==> src/rtl/jt51_mmr_queue_if.sv <==
// CPU-side bus of the JT51 MMR write queue: write port, status and decoded replay strobes.
interface jt51_mmr_queue_if #(
  parameter int unsigned AW = 2
);
  logic          cen;
  logic [7:0]    din;
  logic [1:0]    addr;
  logic          write;
  logic          busy;
  logic          pending;
  logic          ovf;
  logic [AW:0]   level;
  logic          up_valid;
  logic          up_bank;
  logic [7:0]    up_addr;
  logic [7:0]    up_data;
  logic          up_glob;
  logic          up_chreg;
  logic          up_opreg;
  logic          up_keyon;
  logic          up_lforst;
  logic [2:0]    up_field;
  logic [1:0]    up_op;
  logic [3:0]    up_ch;

  modport master (
    output cen, din, addr, write,
    input  busy, pending, ovf, level,
    input  up_valid, up_bank, up_addr, up_data,
    input  up_glob, up_chreg, up_opreg, up_keyon, up_lforst,
    input  up_field, up_op, up_ch
  );

  modport slave (
    input  cen, din, addr, write,
    output busy, pending, ovf, level,
    output up_valid, up_bank, up_addr, up_data,
    output up_glob, up_chreg, up_opreg, up_keyon, up_lforst,
    output up_field, up_op, up_ch
  );
endinterface

==> src/rtl/jt51_mmr_queue.sv <==
// JT51 MMR front end: buffers CPU data writes in a FIFO and replays them
// to the register file at one write per WAIT cen cycles, with decode strobes.
module jt51_mmr_queue #(
  parameter int unsigned BANKS = 1,
  parameter int unsigned DEPTH = 4,
  parameter int unsigned WAIT  = 32,
  parameter int unsigned AW    = 2
) (
  input  logic             rst,
  input  logic             clk,
  jt51_mmr_queue_if.slave  bus
);

  localparam int unsigned CW = (WAIT > 1) ? $clog2(WAIT) : 1;

  typedef struct packed {
    logic       bank;
    logic [7:0] addr;
    logic [7:0] data;
  } entry_t;

  typedef enum logic {ST_IDLE, ST_WAIT} state_t;

  logic          write_q, write_prev_q;
  logic [7:0]    din_q;
  logic [1:0]    addr_q;
  logic [7:0]    sel_q [2];
  entry_t        mem_q [DEPTH];
  logic [AW-1:0] wr_ptr_q, rd_ptr_q;
  logic [AW:0]   level_q;
  logic          ovf_q;
  state_t        state_q;
  logic [CW-1:0] cnt_q;

  logic          up_valid_q, up_bank_q, up_glob_q, up_chreg_q, up_opreg_q;
  logic          up_keyon_q, up_lforst_q;
  logic [7:0]    up_addr_q, up_data_q;
  logic [2:0]    up_field_q;
  logic [1:0]    up_op_q;
  logic [3:0]    up_ch_q;

  logic          edge_c, bank_c, full_c, push_c, pop_c;
  entry_t        head_c;
  logic          dec_glob_c, dec_chreg_c, dec_opreg_c, dec_keyon_c, dec_lforst_c;
  logic [2:0]    dec_field_c;

  assign edge_c = write_q & ~write_prev_q;
  assign bank_c = (BANKS == 2) ? addr_q[1] : 1'b0;
  assign full_c = (level_q == (AW+1)'(DEPTH));
  assign push_c = edge_c & addr_q[0] & ~full_c;
  assign pop_c  = (state_q == ST_IDLE) && (level_q != '0);
  assign head_c = mem_q[rd_ptr_q];

  // Register the CPU strobe and its payload so only a rising edge acts
  always_ff @(posedge clk or posedge rst) begin
    if (rst) begin
      write_q      <= 1'b0;
      write_prev_q <= 1'b0;
      din_q        <= 8'h00;
      addr_q       <= 2'b00;
    end else begin
      write_q      <= bus.write;
      write_prev_q <= write_q;
      din_q        <= bus.din;
      addr_q       <= bus.addr;
    end
  end

  // Per-bank register address latches, updated immediately (never queued)
  always_ff @(posedge clk or posedge rst) begin
    if (rst) begin
      sel_q[0] <= 8'h00;
      sel_q[1] <= 8'h00;
    end else if (edge_c && !addr_q[0]) begin
      sel_q[bank_c] <= din_q;
    end
  end

  // FIFO storage; contents are discarded on reset through the pointers
  always_ff @(posedge clk) begin
    if (push_c) begin
      mem_q[wr_ptr_q] <= '{bank: bank_c, addr: sel_q[bank_c], data: din_q};
    end
  end

  // FIFO pointers, occupancy and sticky overflow
  always_ff @(posedge clk or posedge rst) begin
    if (rst) begin
      wr_ptr_q <= '0;
      rd_ptr_q <= '0;
      level_q  <= '0;
      ovf_q    <= 1'b0;
    end else begin
      if (push_c) wr_ptr_q <= wr_ptr_q + AW'(1);
      if (pop_c)  rd_ptr_q <= rd_ptr_q + AW'(1);
      if (push_c && !pop_c)      level_q <= level_q + (AW+1)'(1);
      else if (!push_c && pop_c) level_q <= level_q - (AW+1)'(1);
      if (edge_c && addr_q[0] && full_c) ovf_q <= 1'b1;
    end
  end

  // Classify the head entry's register address
  always_comb begin
    dec_glob_c   = 1'b0;
    dec_chreg_c  = 1'b0;
    dec_opreg_c  = 1'b0;
    dec_keyon_c  = 1'b0;
    dec_lforst_c = 1'b0;
    dec_field_c  = 3'd0;
    if (head_c.addr < 8'h20) begin
      dec_glob_c   = 1'b1;
      dec_keyon_c  = (head_c.addr == 8'h08);
      dec_lforst_c = (head_c.addr == 8'h01);
    end else if (head_c.addr < 8'h40) begin
      dec_chreg_c  = 1'b1;
      dec_field_c  = {1'b0, head_c.addr[4:3]};
    end else begin
      dec_opreg_c  = 1'b1;
      dec_field_c  = head_c.addr[7:5];
    end
  end

  // Replay pacing FSM: pop one entry, then wait WAIT cen cycles
  always_ff @(posedge clk or posedge rst) begin
    if (rst) begin
      state_q     <= ST_IDLE;
      cnt_q       <= '0;
      up_valid_q  <= 1'b0;
      up_glob_q   <= 1'b0;
      up_chreg_q  <= 1'b0;
      up_opreg_q  <= 1'b0;
      up_keyon_q  <= 1'b0;
      up_lforst_q <= 1'b0;
      up_bank_q   <= 1'b0;
      up_addr_q   <= 8'h00;
      up_data_q   <= 8'h00;
      up_field_q  <= 3'd0;
      up_op_q     <= 2'd0;
      up_ch_q     <= 4'd0;
    end else begin
      up_valid_q  <= 1'b0;
      up_glob_q   <= 1'b0;
      up_chreg_q  <= 1'b0;
      up_opreg_q  <= 1'b0;
      up_keyon_q  <= 1'b0;
      up_lforst_q <= 1'b0;
      case (state_q)
        ST_IDLE: begin
          if (pop_c) begin
            up_valid_q  <= 1'b1;
            up_glob_q   <= dec_glob_c;
            up_chreg_q  <= dec_chreg_c;
            up_opreg_q  <= dec_opreg_c;
            up_keyon_q  <= dec_keyon_c;
            up_lforst_q <= dec_lforst_c;
            up_bank_q   <= head_c.bank;
            up_addr_q   <= head_c.addr;
            up_data_q   <= head_c.data;
            up_field_q  <= dec_field_c;
            up_op_q     <= head_c.addr[4:3];
            up_ch_q     <= {head_c.bank, head_c.addr[2:0]};
            cnt_q       <= '0;
            state_q     <= ST_WAIT;
          end
        end
        ST_WAIT: begin
          if (bus.cen) begin
            if (cnt_q == CW'(WAIT - 1)) state_q <= ST_IDLE;
            else                        cnt_q   <= cnt_q + CW'(1);
          end
        end
        default: state_q <= ST_IDLE;
      endcase
    end
  end

  assign bus.busy      = full_c;
  assign bus.pending   = (level_q != '0) || (state_q == ST_WAIT);
  assign bus.ovf       = ovf_q;
  assign bus.level     = level_q;
  assign bus.up_valid  = up_valid_q;
  assign bus.up_bank   = up_bank_q;
  assign bus.up_addr   = up_addr_q;
  assign bus.up_data   = up_data_q;
  assign bus.up_glob   = up_glob_q;
  assign bus.up_chreg  = up_chreg_q;
  assign bus.up_opreg  = up_opreg_q;
  assign bus.up_keyon  = up_keyon_q;
  assign bus.up_lforst = up_lforst_q;
  assign bus.up_field  = up_field_q;
  assign bus.up_op     = up_op_q;
  assign bus.up_ch     = up_ch_q;

endmodule

==> src/flat_wrapper.sv <==
// flat-port wrapper written by rule: the top's interface ports become plain ports
module jt51_mmr_queue_flat 
#(
  parameter int unsigned BANKS = 1,
  parameter int unsigned DEPTH = 4,
  parameter int unsigned WAIT  = 32,
  parameter int unsigned AW    = 2
)
  (rst, clk, bus_cen, bus_din, bus_addr, bus_write, bus_busy, bus_pending, bus_ovf, bus_level, bus_up_valid, bus_up_bank, bus_up_addr, bus_up_data, bus_up_glob, bus_up_chreg, bus_up_opreg, bus_up_keyon, bus_up_lforst, bus_up_field, bus_up_op, bus_up_ch);
  jt51_mmr_queue_if #(.AW(AW)) bus_i ();
  input  logic rst;
  input  logic clk;
  input wire logic [$bits(bus_i.cen)-1:0] bus_cen;
  input wire logic [$bits(bus_i.din)-1:0] bus_din;
  input wire logic [$bits(bus_i.addr)-1:0] bus_addr;
  input wire logic [$bits(bus_i.write)-1:0] bus_write;
  output wire logic [$bits(bus_i.busy)-1:0] bus_busy;
  output wire logic [$bits(bus_i.pending)-1:0] bus_pending;
  output wire logic [$bits(bus_i.ovf)-1:0] bus_ovf;
  output wire logic [$bits(bus_i.level)-1:0] bus_level;
  output wire logic [$bits(bus_i.up_valid)-1:0] bus_up_valid;
  output wire logic [$bits(bus_i.up_bank)-1:0] bus_up_bank;
  output wire logic [$bits(bus_i.up_addr)-1:0] bus_up_addr;
  output wire logic [$bits(bus_i.up_data)-1:0] bus_up_data;
  output wire logic [$bits(bus_i.up_glob)-1:0] bus_up_glob;
  output wire logic [$bits(bus_i.up_chreg)-1:0] bus_up_chreg;
  output wire logic [$bits(bus_i.up_opreg)-1:0] bus_up_opreg;
  output wire logic [$bits(bus_i.up_keyon)-1:0] bus_up_keyon;
  output wire logic [$bits(bus_i.up_lforst)-1:0] bus_up_lforst;
  output wire logic [$bits(bus_i.up_field)-1:0] bus_up_field;
  output wire logic [$bits(bus_i.up_op)-1:0] bus_up_op;
  output wire logic [$bits(bus_i.up_ch)-1:0] bus_up_ch;
  assign bus_i.cen = bus_cen;
  assign bus_i.din = bus_din;
  assign bus_i.addr = bus_addr;
  assign bus_i.write = bus_write;
  assign bus_busy = bus_i.busy;
  assign bus_pending = bus_i.pending;
  assign bus_ovf = bus_i.ovf;
  assign bus_level = bus_i.level;
  assign bus_up_valid = bus_i.up_valid;
  assign bus_up_bank = bus_i.up_bank;
  assign bus_up_addr = bus_i.up_addr;
  assign bus_up_data = bus_i.up_data;
  assign bus_up_glob = bus_i.up_glob;
  assign bus_up_chreg = bus_i.up_chreg;
  assign bus_up_opreg = bus_i.up_opreg;
  assign bus_up_keyon = bus_i.up_keyon;
  assign bus_up_lforst = bus_i.up_lforst;
  assign bus_up_field = bus_i.up_field;
  assign bus_up_op = bus_i.up_op;
  assign bus_up_ch = bus_i.up_ch;
  jt51_mmr_queue #(.BANKS(BANKS), .DEPTH(DEPTH), .WAIT(WAIT), .AW(AW)) u_core (.rst(rst), .clk(clk), .bus(bus_i));
endmodule
==> config.mk <==
export PLATFORM = sky130hd
export DESIGN_NAME = jt51_mmr_queue_flat
export DESIGN_NICKNAME = d
export VERILOG_FILES = /design/src/rtl/jt51_mmr_queue_if.sv /design/src/rtl/jt51_mmr_queue.sv /design/src/flat_wrapper.sv
export SDC_FILE = /design/constraint.sdc
export NUM_CORES = 1
export LEC_CHECK = 0
export ABC_AREA = 1
export CAP_MARGIN = 10
export CORE_ASPECT_RATIO = 0.8
export CORE_MARGIN = 2
export CORE_UTILIZATION = 35
export CTS_BUF_LIST = sky130_fd_sc_hd__clkbuf_4
export DETAILED_ROUTE_END_ITERATION = 10
export DONT_BUFFER_PORTS = 1
export PLACE_DENSITY = 0.52
export SETUP_SLACK_MARGIN = 0.5
export SLEW_MARGIN = 15
export SYNTH_ARGS = -nofsm -noshare
export SYNTH_HDL_FRONTEND = slang
export SYNTH_SLANG_ARGS = --single-unit
==> constraint.sdc <==
create_clock -name clk -period 2.2 [get_ports clk]
set_clock_uncertainty 0.05 [all_clocks]
set_input_delay 0.44 -clock clk [delete_from_list [all_inputs] [get_ports clk]]
set_output_delay 0.44 -clock clk [all_outputs]
set_load 0.005 [all_outputs]
## Word-level counts from Yosys, hierarchy flattened

Memory sizes are Yosys's and may differ from the RTL's.
Index checks and enable logic that the tools add are counted.

| word-level totals | value |
|---|---|
| flip-flop bits (word level) | 65 |
| bits in writable memories | 64 |
| input port bits | 14 |
| logic and storage cells | 90 |
| memories | 1 |

| operators by class | value |
|---|---|
| add/subtract/negate cells | 5 |
| order comparisons | 2 |
| equality and inequality tests | 7 |
| multiplexer cells | 32 |
| bitwise operators | 6 |
| reductions and logical operators | 14 |

Memory list:

| name | words | width | read ports | clocked after memory_dff | write ports | RTL line | text |
|---|---|---|---|---|---|---|---|
| u_core.mem_q | 4 | 16 | 1 | 0 | 1 | jt51_mmr_queue.sv:28 | `entry_t mem_q [DEPTH];` |

Operators with widths:

| kind | number |
|---|---|
| two-way mux 1 bit | 23 |
| two-way mux 5 bit | 3 |
| two-way mux 3 bit | 4 |
| case mux 5 bit (2 select lines) | 1 |
| == test 8 x 1 -> 1 bit (second input constant) | 1 |
| == test 8 x 4 -> 1 bit (second input constant) | 1 |
| less-than comparator 8 x 6 -> 1 bit (second input constant) | 1 |
| less-than comparator 8 x 7 -> 1 bit (second input constant) | 1 |
| logical AND 1 bit | 6 |
| adder 5 x 1 -> 5 bit (second input constant) | 1 |
| == test 5 bit (second input constant) | 1 |
| adder 2 x 1 -> 2 bit (second input constant) | 2 |
| inequality test 2 bit (second input constant) | 2 |
| adder 3 x 1 -> 3 bit (second input constant) | 1 |
| AND 1 bit | 3 |
| == test 3 bit (second input constant) | 1 |
| logical NOT 1 bit | 3 |
| inverter 1 bit | 3 |
| AND reduction 3 bit | 1 |
| nonzero test 3 bit | 1 |
| subtractor 3 x 1 -> 3 bit (second input constant) | 1 |
| inequality test 2 x 1 -> 1 bit (second input constant) | 1 |
| case mux 1 bit (2 select lines) | 1 |
| AND reduction 2 bit | 1 |
| other kinds (2) | 2 |

## Depth between registers and ports, before layout

| depth | value |
|---|---|
| depth in word-level cells | 8 |
| mapped depth | 10 |
| depth with buffers taken out | 10 |

## Least setup slack after synthesis

OpenSTA, ideal clock, no wires.

| timing | value |
|---|---|
| path kind | reg2reg |
| from | register u_core.level_q[0], in the netlist u_core.bus.level[0] |
| to | register u_core.level_q[2], in the netlist u_core.bus.level[2] |
| setup time | 0.131 ns |
| arrival | 1.851 ns |
| path slack | 0.168 ns |
| stages on the path, launching flop included | 11 |
| cell sequence | dfrtp_1 inv_1 nand3_1 nand2_1 buf_2 ha_1 inv_1 fa_1 a21oi_1 o21ai_0 xor2_1 |

| between the ends | value |
|---|---|
| longest elaborated chain between the ends | 6 |
| elaborated cells between the ends (all ways) | 14 |
| those cells by class | add/sub (2); eq/ne (1); mux (2); bitwise (2); reduce/logical (7) |

Ends and longest elaborated chain:

| what | RTL line | text |
|---|---|---|
| start: declaration | jt51_mmr_queue.sv:30 | `logic [AW:0] level_q;` |
| start signal: assignment | jt51_mmr_queue.sv:96 | `if (push_c && !pop_c) level_q <= level_q + (AW+1)'(1);` |
| start signal: assignment | jt51_mmr_queue.sv:97 | `else if (!push_c && pop_c) level_q <= level_q - (AW+1)'(1);` |
| branches (longest 6 deep; another with subtractor 3 x 1 -> 3 bit) | n/a |  |

Several ways; the timed one is not identified. The select of a mux whose other input is x is not followed.
A chain may end at the register's enable or synchronous reset.

## Worst setup path after layout

Same ends and word-level chain as after synthesis.

==> impl_metrics.env <==
export IMPL_outcome="completed"
export IMPL_worstPathArrival_ps=2210
export IMPL_synthTopCellsByArea="edfxtp_1, dfrtp_1, nand2_1"
export IMPL_rsz0062_at_grt="true"
export IMPL_rows=38
export IMPL_drive_gt1_share_pct=23.0
export IMPL_ys_seq_area_share_pct=70.1
export IMPL_ys_ff_latch=122
export IMPL_grt_start_max_net_pins=40
export IMPL_cp_cell_sequence="inv_2 -> nand3_4 -> nand2_2 -> ha_4 -> inv_2 -> fa_2 -> a21oi_2 -> o21ai_1 -> xor2_1"
export IMPL_die_w_um=135
export IMPL_worstPathMaxFanout=4
export IMPL_min_period_ps=1860
export IMPL_tritoncts="yes"
export IMPL_rr_worst_depth=9
export IMPL_cp_buffers_inverters=2
export IMPL_netlist_top_cell_by_area="edfxtp_1"
export IMPL_criticalPathCategory="reg2reg"
export IMPL_fin_setup_tns_ps=0
export IMPL_max_stage_delay_ps=470
export IMPL_cts_htree_levels=4
export IMPL_coreArea_sq_um=13500
export IMPL_remaining_drc_errors=0
export IMPL_crit_top_cell="inv_2"
export IMPL_grt_pass1_wl_um=14900
export IMPL_gp_congestion=0.699
export IMPL_die_area_sq_um=14700
export IMPL_totalWireLength_um=9810
export IMPL_grt_overflow=0
export IMPL_dp_hpwl_um=5670
export IMPL_hold_depth=4
export IMPL_vias=2962
export IMPL_yosysUniqueCellTypes=30
export IMPL_syn_area_sq_um=4810
export IMPL_synth_top_area_share_pct=39.9
export IMPL_finish_net_count=466
export IMPL_crit_path_end_kind="flip-flop"
export IMPL_ant_nets=0
export IMPL_vias_per_cell=4.65
export IMPL_hold_ws_ps=165
export IMPL_clkLatencyLatePin_ps=520
export IMPL_wl_per_cell_um=15.4
export IMPL_clock_path_buffers=2
export IMPL_drv_slew=0
export IMPL_setup_viol=0
export IMPL_first_iter_violations=190
export IMPL_p_leak_nw=2.41
export IMPL_drt_first_pass_iters=4
export IMPL_powerDensity_nw_per_um2=1060
export IMPL_fmax_mhz=539
export IMPL_die_h_um=109
export IMPL_antenna_found_initial=0
export IMPL_cp_top_family="adder cells"
export IMPL_start_util_pct=35.6
export IMPL_boundaryPins=52
export IMPL_hold_class="in2reg"
export IMPL_fill_cells=1303
export IMPL_cts_clk_slew_worst_paths_ps=110
export IMPL_syn_inst=404
export IMPL_final_hold_violation_count=0
export IMPL_cp_required_ps=2560
export IMPL_drv_cap=0
export IMPL_worstSetupPathDepth=9
export IMPL_max_vdd_ir_drop_mv=0.545
export IMPL_cts_inserted_buffers=17
export IMPL_syn_area_per_cell_sq_um=11.9
export IMPL_port_buffer_count=0
export IMPL_cts_sinks=122
export IMPL_cts_root_buf="clkbuf_4"
export IMPL_critPathLaunchType="flip-flop"
export IMPL_grt_pass1_vias=2890
export IMPL_cp_slowest_cell="dfrtp_2"
export IMPL_areaGrowthSynthToFinish_pct=19.4
export IMPL_yosysWarnings=0
export IMPL_grtUsageTotal_pct=13.6
export IMPL_fin_crit_sh_pct=84.4
export IMPL_antennaDiodeCount=0
-- cell families after synthesis --
group,after synthesis,share of synthesized area [%]
buffers and inverters,52,6.11
adder cells (fa/ha/maj),8,2.24
AO/OA/AOI/OAI,44,4.86
other,1,0.0779
flip-flops,122,70.1
AND/OR/NAND/NOR,164,13.9
multiplexers,8,1.87
XOR/XNOR,5,0.910
-- timing repair --
| item | 4_1_cts | 5_1_grt |
|---|---|---|
| buffers inserted | 3 | 13 |
| endpoints found under the hold margin | 30 | 0 |
| endpoints found under the setup margin | 11 | 78 |
| pin swaps | 5 | 6 |
| gates cloned | 0 | 4 |
| hold buffers | 12 | 0 |
| resized for setup | 11 | 42 |
-- report_power, final --
part           total, mW  switching (mW)  internal (mW)
sequential          3.09           0.307           2.79
combinational       1.16           0.707          0.455
clock               1.83           0.907          0.925
-- path summary, 6_finish.rpt --
path / slack, ps / end / startpoint
max: 340 / u_core.bus.level[2] / u_core.bus.level[0]
min: 160 / u_core.cnt_q[0] / bus_cen
max reg2reg: 340 / u_core.bus.level[2] / u_core.bus.level[0]
min reg2reg: 360 / u_core.write_prev_q / u_core.write_q
max in group asynchronous: 1190 / u_core.din_q[0] / rst
min in group asynchronous: 360 / u_core.bus.up_addr[5] / rst
-- sequential cells by signal, summed over array words and instances (netlist names) --
signal and flops:
u_core.cnt_q 5, u_core.bus.up_glob 1, u_core.bus.level 3, u_core.addr_q 1, u_core.bus.up_data 8, u_core.bus.up_valid 1
u_core.mem_q 64, u_core.bus.up_keyon 1, u_core.write_prev_q 1, u_core.wr_ptr_q 2, u_core.bus.up_op 1, u_core.sel_q 8
u_core.bus.up_chreg 1, u_core.write_q 1, u_core.bus.up_opreg 1, u_core.din_q 8, u_core.bus.up_field 3, u_core.bus.up_lforst 1
u_core.rd_ptr_q 2, u_core.state_q 1, u_core.bus.ovf 1, u_core.bus.up_addr 7
-- tightest hold or removal path: cells and delay by family --
kind	cells	cell delay (ps)
simple gates	2	140
buf+inv	1	70
compound gates	1	40
-- cells in the final DEF (no fill, tap or decap), types with 7 or more instances in the layout --
| cell | Yosys | layout |
|---|---|---|
| inv_6 | 1 | 7 |
| a21oi_1 | 8 | 7 |
| inv_1 | 29 | 18 |
| inv_2 | 0 | 8 |
| edfxtp_1 | 64 | 64 |
| o21ai_0 | 23 | 21 |
| mux2_2 | 8 | 8 |
| nand3_1 | 21 | 19 |
| nor2_1 | 39 | 34 |
| buf_4 | 12 | 16 |
| buf_6 | 4 | 8 |
| o22ai_1 | 8 | 8 |
| clkbuf_4 | 0 | 17 |
| dlygate4sd3_1 | 0 | 12 |
| dfrtp_1 | 58 | 54 |
| nand2_1 | 96 | 93 |
-- layer usage --
layer / vias to the layer above / global-route usage, % / routed length (um)
met4: 0 / 5.43 / 153
met5: - / 0 / 0
met1: 1432 / 18.5 / 4800
met2: 87 / 20.2 / 4230
met3: 13 / 4.46 / 628
li1: 1430 / - / -
-- area by class of cell --
class	instances	area [sq um]	area share [%]
sequential	122	3380	58.8
multi-input combinational	231	1250	21.8
tap	180	225	3.92
inverter	31	136	2.37
timing repair buffer	41	415	7.23
clock inverter	15	211	3.68
clock buffer	17	128	2.22
-- stage by stage --
step | util (%) | instance area, sq um | power [mW] | setup WS [ps] | cells
4_1_cts | 40.7 | 5500 | 6.02 | 305 | 620
5_1_grt | 42.6 | 5750 | 6.49 | 247 | 637
3_3_place_gp | 36.9 | 4990 | 4.08 | 253 | 573
2_1_floorplan | - | 4860 | 3.94 | 354 | 405
3_5_place_dp | 36.9 | 4990 | 4.13 | 221 | 573
6_report | 42.6 | 5750 | 6.09 | 344 | 637
-- synthesized netlist by cell type --
library cell and count:
nand4_1 1, o21ai_1 3, a31oi_1 1, nor3_1 2, o21ai_0 23, buf_6 4, edfxtp_1 64, a21oi_1 8
inv_4 1, ha_1 7, buf_4 12, conb_1 1, o22ai_1 8, a21o_1 1, mux2_2 8, nand2_2 1
buf_8 1, dfrtp_1 58, nor2_1 39, nor2_2 2, fa_1 1, nand2_1 96, nor3_2 1, inv_6 1
xnor2_1 1, inv_1 29, nand3_2 1, xor2_1 4, buf_2 4, nand3_1 21
No activity file was read; power rests on OpenSTA's default activity.
